==> src/rtl/count_seq_pkg.sv <==
// Shared types and default widths for the count sequencer.
package count_seq_pkg;

  localparam int DEF_LEN_W = 8;  // width of run length / steps remaining
  localparam int DEF_PER_W = 4;  // width of swap period; period 0 disables swapping

  // Sequencer states. PAUSE is only reachable when the pause feature is built in.
  typedef enum logic [2:0] {
    IDLE  = 3'd0,
    RUN   = 3'd1,
    SWAP  = 3'd2,
    PAUSE = 3'd3,
    DONE  = 3'd4
  } state_t;

endpackage

==> src/rtl/count_sequencer_swap_timer.sv <==
// Period counter for the sequencer: counts enable steps since the last swap
// and flags the step on which the next swap is due.
module swap_timer
  import count_seq_pkg::*;
#(
  parameter int PER_W = DEF_PER_W
) (
  input  logic             clock,
  input  logic             reset,   // synchronous, active-low
  input  logic             clear,
  input  logic             inc,
  input  logic [PER_W-1:0] period,
  output logic             hit
);

  logic [PER_W-1:0] count;

  // Step counter: clear wins over increment so a swap restarts the period cleanly.
  always_ff @(posedge clock) begin
    // NOTE: state registers use non-blocking assignments so every flop samples pre-edge values.
    if (!reset) begin
      count <= '0;
    end else if (clear) begin
      count <= '0;
    end else if (inc) begin
      count <= count + PER_W'(1);
    end
  end

  // A zero period never hits, which is how swapping is switched off.
  assign hit = (period != '0) && (count == period - PER_W'(1));

endmodule

==> src/rtl/count_sequencer.sv <==
// Sequencer driving the up/down counter's enable and swap inputs from a
// programmed run of 'length' steps with a swap pulse every 'swap_period' steps.
// Optional feature: define COUNT_SEQ_PAUSE_EN to add the 'pause' input and PAUSE state.
module count_sequencer
  import count_seq_pkg::*;
#(
  parameter int LEN_W = DEF_LEN_W,
  parameter int PER_W = DEF_PER_W
) (
  input  logic             clock,
  input  logic             reset,        // synchronous, active-low
  input  logic             start,
  input  logic [LEN_W-1:0] length,
  input  logic [PER_W-1:0] swap_period,
  input  logic             abort,
`ifdef COUNT_SEQ_PAUSE_EN
  input  logic             pause,
`endif
  output logic             enable,
  output logic             swap,
  output logic             busy,
  output logic             done,
  output logic [LEN_W-1:0] steps_left
);

  state_t           state;
  state_t           next_state;
  logic [PER_W-1:0] period_q;
  logic             pause_req;
  logic             hit;
  logic             last_step;
  logic             timer_clear;
  logic             timer_inc;

`ifdef COUNT_SEQ_PAUSE_EN
  assign pause_req = pause;
`else
  // Without the feature PAUSE can never be entered and its logic folds away.
  assign pause_req = 1'b0;
`endif

  assign last_step = (steps_left == LEN_W'(1));

  // Next-state decode; priority abort > pause > completion > swap > step.
  always_comb begin
    // NOTE: default first so every path assigns next_state and no latch is inferred.
    next_state = state;
    case (state)
      IDLE: begin
        if (start) next_state = (length == '0) ? DONE : RUN;
      end
      RUN: begin
        if (abort)          next_state = IDLE;
        else if (pause_req) next_state = PAUSE;
        else if (last_step) next_state = DONE;
        else if (hit)       next_state = SWAP;
      end
      SWAP: begin
        next_state = abort ? IDLE : RUN;
      end
      PAUSE: begin
        if (abort)           next_state = IDLE;
        else if (!pause_req) next_state = RUN;
      end
      DONE:    next_state = IDLE;
      default: next_state = IDLE;
    endcase
  end

  // Period counter restarts whenever the run leaves RUN other than to pause.
  assign timer_clear = (next_state == IDLE) || (next_state == DONE) || (next_state == SWAP);
  assign timer_inc   = (state == RUN) && (next_state == RUN);

  swap_timer #(.PER_W(PER_W)) u_swap_timer (
    .clock  (clock),
    .reset  (reset),
    .clear  (timer_clear),
    .inc    (timer_inc),
    .period (period_q),
    .hit    (hit)
  );

  // State register.
  always_ff @(posedge clock) begin
    if (!reset) state <= IDLE;
    else        state <= next_state;
  end

  // Run parameters and steps remaining; each RUN cycle that is not paused consumes a step.
  always_ff @(posedge clock) begin
    if (!reset) begin
      steps_left <= '0;
      period_q   <= '0;
    end else if (state == IDLE) begin
      if (start && (length != '0)) begin
        steps_left <= length;
        period_q   <= swap_period;
      end
    end else if (next_state == IDLE) begin
      steps_left <= '0;
    end else if ((state == RUN) && (next_state != PAUSE)) begin
      steps_left <= steps_left - LEN_W'(1);
    end
  end

  // Registered outputs decoded from the state being entered.
  always_ff @(posedge clock) begin
    if (!reset) begin
      enable <= 1'b0;
      swap   <= 1'b0;
      busy   <= 1'b0;
      done   <= 1'b0;
    end else begin
      enable <= (next_state == RUN);
      swap   <= (next_state == SWAP);
      busy   <= (next_state != IDLE);
      done   <= (next_state == DONE);
    end
  end

endmodule
==> config.mk <==
export PLATFORM = sky130hd
export DESIGN_NAME = count_sequencer
export DESIGN_NICKNAME = d
export VERILOG_FILES = /design/src/rtl/count_seq_pkg.sv /design/src/rtl/count_sequencer_swap_timer.sv /design/src/rtl/count_sequencer.sv
export SDC_FILE = /design/constraint.sdc
export NUM_CORES = 1
export LEC_CHECK = 0
export ABC_AREA = 1
export ABC_CLOCK_PERIOD_IN_PS = 3400
export BUFFER_PORTS_ARGS = -buffer_cell sky130_fd_sc_hd__buf_4
export CORE_MARGIN = 4
export CORE_UTILIZATION = 30
export DETAILED_ROUTE_END_ITERATION = 8
export GPL_ROUTABILITY_DRIVEN = 0
export PLACE_DENSITY = 0.56
export RECOVER_POWER = 50
export SETUP_SLACK_MARGIN = 0.4
export SYNTH_ARGS = -nofsm -noshare
export SYNTH_HDL_FRONTEND = slang
export SYNTH_SLANG_ARGS = --single-unit
==> constraint.sdc <==
create_clock -name clock -period 3.4 [get_ports clock]
set_input_delay 0.34 -clock clock [delete_from_list [all_inputs] [get_ports clock]]
set_output_delay 0.34 -clock clock [all_outputs]
set_load 0.005 [all_outputs]
**Yosys cells after proc, flatten, opt, wreduce, memory -nomap -nowiden**

Cells that the tools add are included.

- Register bits after elaboration: 23
- Bits of input ports: 16
- Output and inout port bits: 12
- Word-level logic and storage cells: 50

- Add/sub/neg operators: 3
- Equality and inequality tests: 10
- Mux-type cells: 11
- Bitwise logic cells: 1
- Reductions and logical operators: 17

Operator list:

| cell | number |
|---|---|
| $mux W8 | 4 |
| $mux W3 | 5 |
| $eq A3 B2 Y1 const B | 3 |
| $pmux W3 S3 | 1 |
| $eq A8 B1 Y1 const B | 1 |
| $logic_not A8 Y1 | 1 |
| $reduce_bool A8 Y1 | 1 |
| $sub A8 B1 Y8 const B | 1 |
| $eq A3 B1 Y1 const B | 2 |
| $logic_not A3 Y1 | 2 |
| $reduce_bool A3 Y1 | 2 |
| $add A4 B1 Y4 const B | 1 |
| $eq A4 B4 Y1 | 1 |
| $logic_and A1 B1 Y1 | 4 |
| $reduce_and A2 Y1 | 2 |
| $reduce_bool A4 Y1 | 1 |
| $reduce_or A2 Y1 | 2 |
| $sub A4 B1 Y4 const B | 1 |
| $eq A3 B3 Y1 const B | 1 |
| $ne A3 B2 Y1 const B | 1 |
| $logic_or A1 B1 Y1 | 2 |
| $ne A2 B1 Y1 const B | 1 |
| $mux W1 | 1 |
| $not A1 Y1 | 1 |

**Longest topological paths before layout**

- Depth in word-level cells: 12
- Depth in mapped cells: 17
- Depth with buffers taken out: 17

**By module**

A second synthesis with hierarchy kept.

- Cell total of the unflattened synthesis: 205
- Area total of the unflattened synthesis: 1507.7 um2

Modules (own cells, without submodules):

| module | instances | cells an instance | area an instance (um2) | sequential area each (um2) |
|---|---|---|---|---|
| count_sequencer | 1 | 151 | 1187.4 | 380.4 |
| swap_timer | 1 | 54 | 320.3 | 80.1 |

**Worst setup path after synthesis**

No wires, ideal clock.

- Path kind: register to register
- Start point: reg period_q[0]
- End point: reg steps_left[0]
- Library setup time: 0.109 ns
- Data arrival time: 1.534 ns
- Data required time: 3.291 ns
- Slack: 1.757 ns
- Cell stages (with the launch flop): 14
- Buffers on the path: 0
- Clock period less this slack: 1.643 ns
- Cells stage by stage: dfxtp_1 inv_2 ha_1 xnor2_1 nor2_2 nand3_2 nand2_2 nand2_2 nand2_4 nand4_4 nand2_1 nand3_1 nand2_1 inv_1

- Cells in the longest elaborated chain, start to end: 11
- Elaborated cells between the ends (all ways): 15
- Classes of those cells: add/sub (1); eq/ne (2); mux (6); reduce/logical (6)

RTL lines:

| item | RTL line | text |
|---|---|---|
| start: declaration | count_sequencer.sv:28 | `logic [PER_W-1:0] period_q;` |
| start signal: assignment | count_sequencer.sv:97 | `period_q <= swap_period;` |
| $sub A4 B1 Y4 | count_sequencer_swap_timer.sv:31 | `assign hit = (period != '0) && (count == period - PER_W'(1));` |
| $eq A4 B4 Y1 | count_sequencer_swap_timer.sv:31 |  |
| $logic_and A1 B1 Y1 (*) | count_sequencer_swap_timer.sv:31 |  |
| $mux W3 (*) | count_sequencer.sv:56 | `else if (hit) next_state = SWAP;` |
| $mux W3 (*) | count_sequencer.sv:55 | `else if (last_step) next_state = DONE;` |
| $mux W3 (*) | count_sequencer.sv:53 | `if (abort) next_state = IDLE;` |
| $pmux W3 S3 (*) | count_sequencer.sv:48 | `case (state)` |
| $ne A3 B2 Y1 | count_sequencer.sv:101 | `end else if ((state == RUN) && (next_state != PAUSE)) begin` |
| $logic_and A1 B1 Y1 | count_sequencer.sv:101 |  |
| $reduce_bool A3 Y1 (no source line) | n/a |  |
| $reduce_and A2 Y1 (no source line) | n/a |  |
| end signal: assignment | count_sequencer.sv:96 | `steps_left <= length;` |
| end signal: assignment | count_sequencer.sv:102 | `steps_left <= steps_left - LEN_W'(1);` |
| end: declaration | count_sequencer.sv:23 | `output logic [LEN_W-1:0] steps_left` |

Mark *: on every way between the ends. The rest lies on a longest branch, timed or not.
A chain may end at the register's enable or synchronous reset.

**Final worst setup path**

- Start point: reg period_q[0]
- End point: reg steps_left[3]

The elaborated chain is that of the path after synthesis.

==> impl_summary.log <==
INFO  metric die_area = 0.00611 mm2
INFO  metric final_period_minus_worst_setup_slack = ~1.9 ns
INFO  metric overflow = 0
INFO  metric power.share.sequential = between 40% and 50%
INFO  metric dr.max_layer_used = met4
INFO  metric max_slew.worst_pin.slew = around 0.55 ns
INFO  metric yosys_warnings = 0
INFO  metric result_of_the_run = finished, final reports clean
INFO  metric cts.hold.buffers_added = 0
INFO  metric pre_cts_slack = approximately 1.4 ns
INFO  metric clockBufferDepth = 2
INFO  metric clock.fmax = ~540 MHz
INFO  metric antenna_cells = 0
INFO  metric detail_route.vias_per_cell = between 4 and 5
INFO  metric first_pass_iters = 4
INFO  metric floorplan.die.width = 78.2 um
INFO  metric wirelength_met1 = 1520 um
INFO  metric internal_power = 450 uW
INFO  metric syn_to_final_growth = 18.5%
INFO  metric power-per-cell-area = about 380 mW/mm2
INFO  metric row_count = 25
INFO  metric cts-buffers-inserted = 3
INFO  metric detailedRoute.firstIterationViolations = 28
INFO  metric finalSetupViolations = 0
INFO  metric endpoint_kind = register
INFO  metric initial_core_util = 31.1%
INFO  metric layout_worst_path_cycle_share = a little over half
INFO  metric finalMaxSlewViolations = 0
INFO  metric clk_latency = between 0.2 and 0.3 ns
INFO  metric detail_route.drc_violations = 0
INFO  metric max_cap_viol = 0
INFO  metric dp.final_hpwl = ~2400 um
INFO  metric post_drt_wl_per_cell = 9.89 um
INFO  metric num_vias = approximately 1400
INFO  metric synth-seq-area-share = a little under a third
INFO  metric postRouteWirelength = 3100 um
INFO  metric path_cells = inv_2, ha_1, xnor2_1, nor2_2, nand3_2, nand2_2, nand2_2, nand2_4, nand4_4, nand2_1, nand3_1, nand2_1, inv_1
INFO  metric combinationalPowerShare = between 20% and 30%
INFO  metric skew = a little over 0.007 ns
INFO  metric critical_path_type = reg2reg
INFO  metric cts_post_setup_buffers_inserted = 0
INFO  metric worst_setup_path_start_kind = register
INFO  metric route.met3.wl = roughly 140 um
INFO  metric swShare = between 30% and 40%
INFO  metric synthesis.instances = ~220
INFO  metric vdd_drop_max = between 100 and 150 uV
INFO  metric r2r_setup_slack = ~1.5 ns
INFO  metric cts_tree = yes
INFO  metric clock_sinks = 23
INFO  metric slowest_stage = dfxtp_1
INFO  metric via_count_of_the_first_global_routing_pass = between 1000 and 1500
INFO  metric io_pins = 28
INFO  metric ys_ff_latch = 23
INFO  metric coreArea = ~0.0048 mm2
INFO  metric cp_slowest_stage_delay = 0.38 ns
INFO  metric layout_setup_ws = 1.55 ns
INFO  metric final_hold_violating_endpoints = 0
INFO  metric die_y_extent = between 70 and 80 um
INFO  metric crit_path_max_fanout = 9
INFO  metric numPortBuffers = 27
INFO  metric p_sw = ~210 uW
INFO  metric dr_wl_met2 = 1390 um
INFO  metric grt_overall_usage = a little over a tenth
INFO  metric setup-tns-final = 0 ns
INFO  metric clk_transition_reported_paths = roughly 0.080 ns
INFO  metric wire_length_of_the_first_global_routing_pass = around 5500 um
INFO  metric final_core_util = between 30% and 40%
INFO  metric ctsRootBufferMaster = clkbuf_8
INFO  metric power.share.clock = approximately a quarter
INFO  metric layout_commonest_cell = nand2_1
INFO  metric critical_path_required = ~3.6 ns
INFO  metric post_synth.cell_area_avg = between 6 and 7 um2
INFO  metric synth_cell_types = 26
INFO  metric hold_path.class = in2reg
INFO  metric number_of_antenna_violations_at_the_first_check_in_global_routing = 0
INFO  metric maximum_number_of_pins_on_one_net_before_global_route_repair = 17
INFO  metric finish.net_count = 268
INFO  metric final_antenna_net_count = 0
INFO  metric synthesis.area = roughly 0.0015 mm2
INFO  metric drive_above_1_share = about a quarter
INFO  metric crit_family = simple AND/OR/NAND/NOR gates
INFO  metric maxSlewHeadroom = about 63%
INFO  metric h-tree-depth = 1
INFO  metric mostFrequentLayoutCells = 51 x nand2_1, 34 x inv_1, 23 x dfxtp_1, 20 x nor2_1, 18 x nand3_1
INFO  metric data_arrival_critical_path = between 2 and 2.5 ns
INFO  metric syn_nets = 240
INFO  metric leakage_power_figure = slightly below 0.0009 uW
INFO  metric cts.repair.resized = 0
INFO  metric rsz_0062_raised_after_global_routing = no
INFO  metric path_buf_inv = 2
[per-stage QoR]
stage	cells	cell area, um2	total power [uW]	hold WS (ns)
2_1_floorplan	219	1480	456	0.452
5_1_grt	313	1750	718	0.382
6_report	313	1750	665	0.360
3_3_place_gp	309	1720	508	0.475
4_1_cts	313	1760	682	0.358
3_5_place_dp	309	1720	509	0.488
[final cells by class]
class | count | area, um2
clock inverter | 1 | 5.00
multi-input combinational | 151 | 803
fill | 565 | 3000
clock buffer | 3 | 41.3
timing repair buffer | 27 | 203
sequential | 23 | 460
inverter | 41 | 154
tap | 67 | 83.8
[layer usage]
layer	vias to the layer above	track usage (%)
li1	735	-
met2	23	19.2
met5	-	0
met3	5	2.29
met1	589	13.5
met4	0	3.15
[synthesized netlist by cell type]
library cell	n	area, um2
nand2_1	50	188
ha_1	5	62.6
xnor2_1	3	26.3
o21ai_1	2	10.0
buf_12	2	40.0
a21oi_1	9	45.0
xor2_1	3	26.3
nand3_1	18	90.1
nor2_2	6	37.5
nand4_4	1	21.3
inv_2	8	30.0
nand4_1	2	12.5
dfxtp_1	23	460
nand3_2	1	10.0
nor2_1	18	67.6
nand2_2	9	56.3
nor4_1	1	6.26
inv_1	33	124
nor3_1	3	15.0
o21ai_2	3	26.3
clkbuf_1	2	7.51
nand2_4	2	22.5
nor2_4	2	22.5
or2_4	1	8.76
a31oi_1	1	6.26
o21ai_0	11	55.1
[worst paths after layout]
path,start,to,depth (start not counted)
setup / recovery,period_q[0]$_SDFFE_PN0P_,steps_left[3]$_SDFFE_PN0P_,13
hold reg to reg,u_swap_timer.count[3]$_SDFFE_PP0P_,u_swap_timer.count[3]$_SDFFE_PP0P_,2
hold / removal,swap_period[0],period_q[0]$_SDFFE_PN0P_,3
setup reg to reg,period_q[0]$_SDFFE_PN0P_,steps_left[3]$_SDFFE_PN0P_,13
[power groups by stage]
stage	sequential, uW	combinational [uW]	clock, uW
6_report	308	187	169
5_1_grt	312	216	190
4_1_cts	309	194	179
3_5_place_dp	315	193	0
3_3_place_gp	316	193	0
2_1_floorplan	312	144	0
[cell families after synthesis]
group / synth area share, %
AO/OA/AOI/OAI: 9.65
XOR/XNOR: 3.56
adder cells (fa/ha/maj): 4.23
buffers and inverters: 13.6
flip-flops: 31.2
AND/OR/NAND/NOR: 37.8
[flip-flops by register name, indices dropped and copies added (netlist names)]
register / cells
steps_left: 8
period_q: 4
u_swap_timer.count: 4
state: 3
busy: 1
done: 1
enable: 1
swap: 1
[worst reg2reg max path: cells and delay by family, from the launching register on]
family        cells  cell delay (ns)
simple gates      9             0.84
buf+inv           2             0.11
flops             1             0.38
fa+ha+maj         1             0.30
xor+xnor          1             0.14
Power figures use the tool's default switching activity.
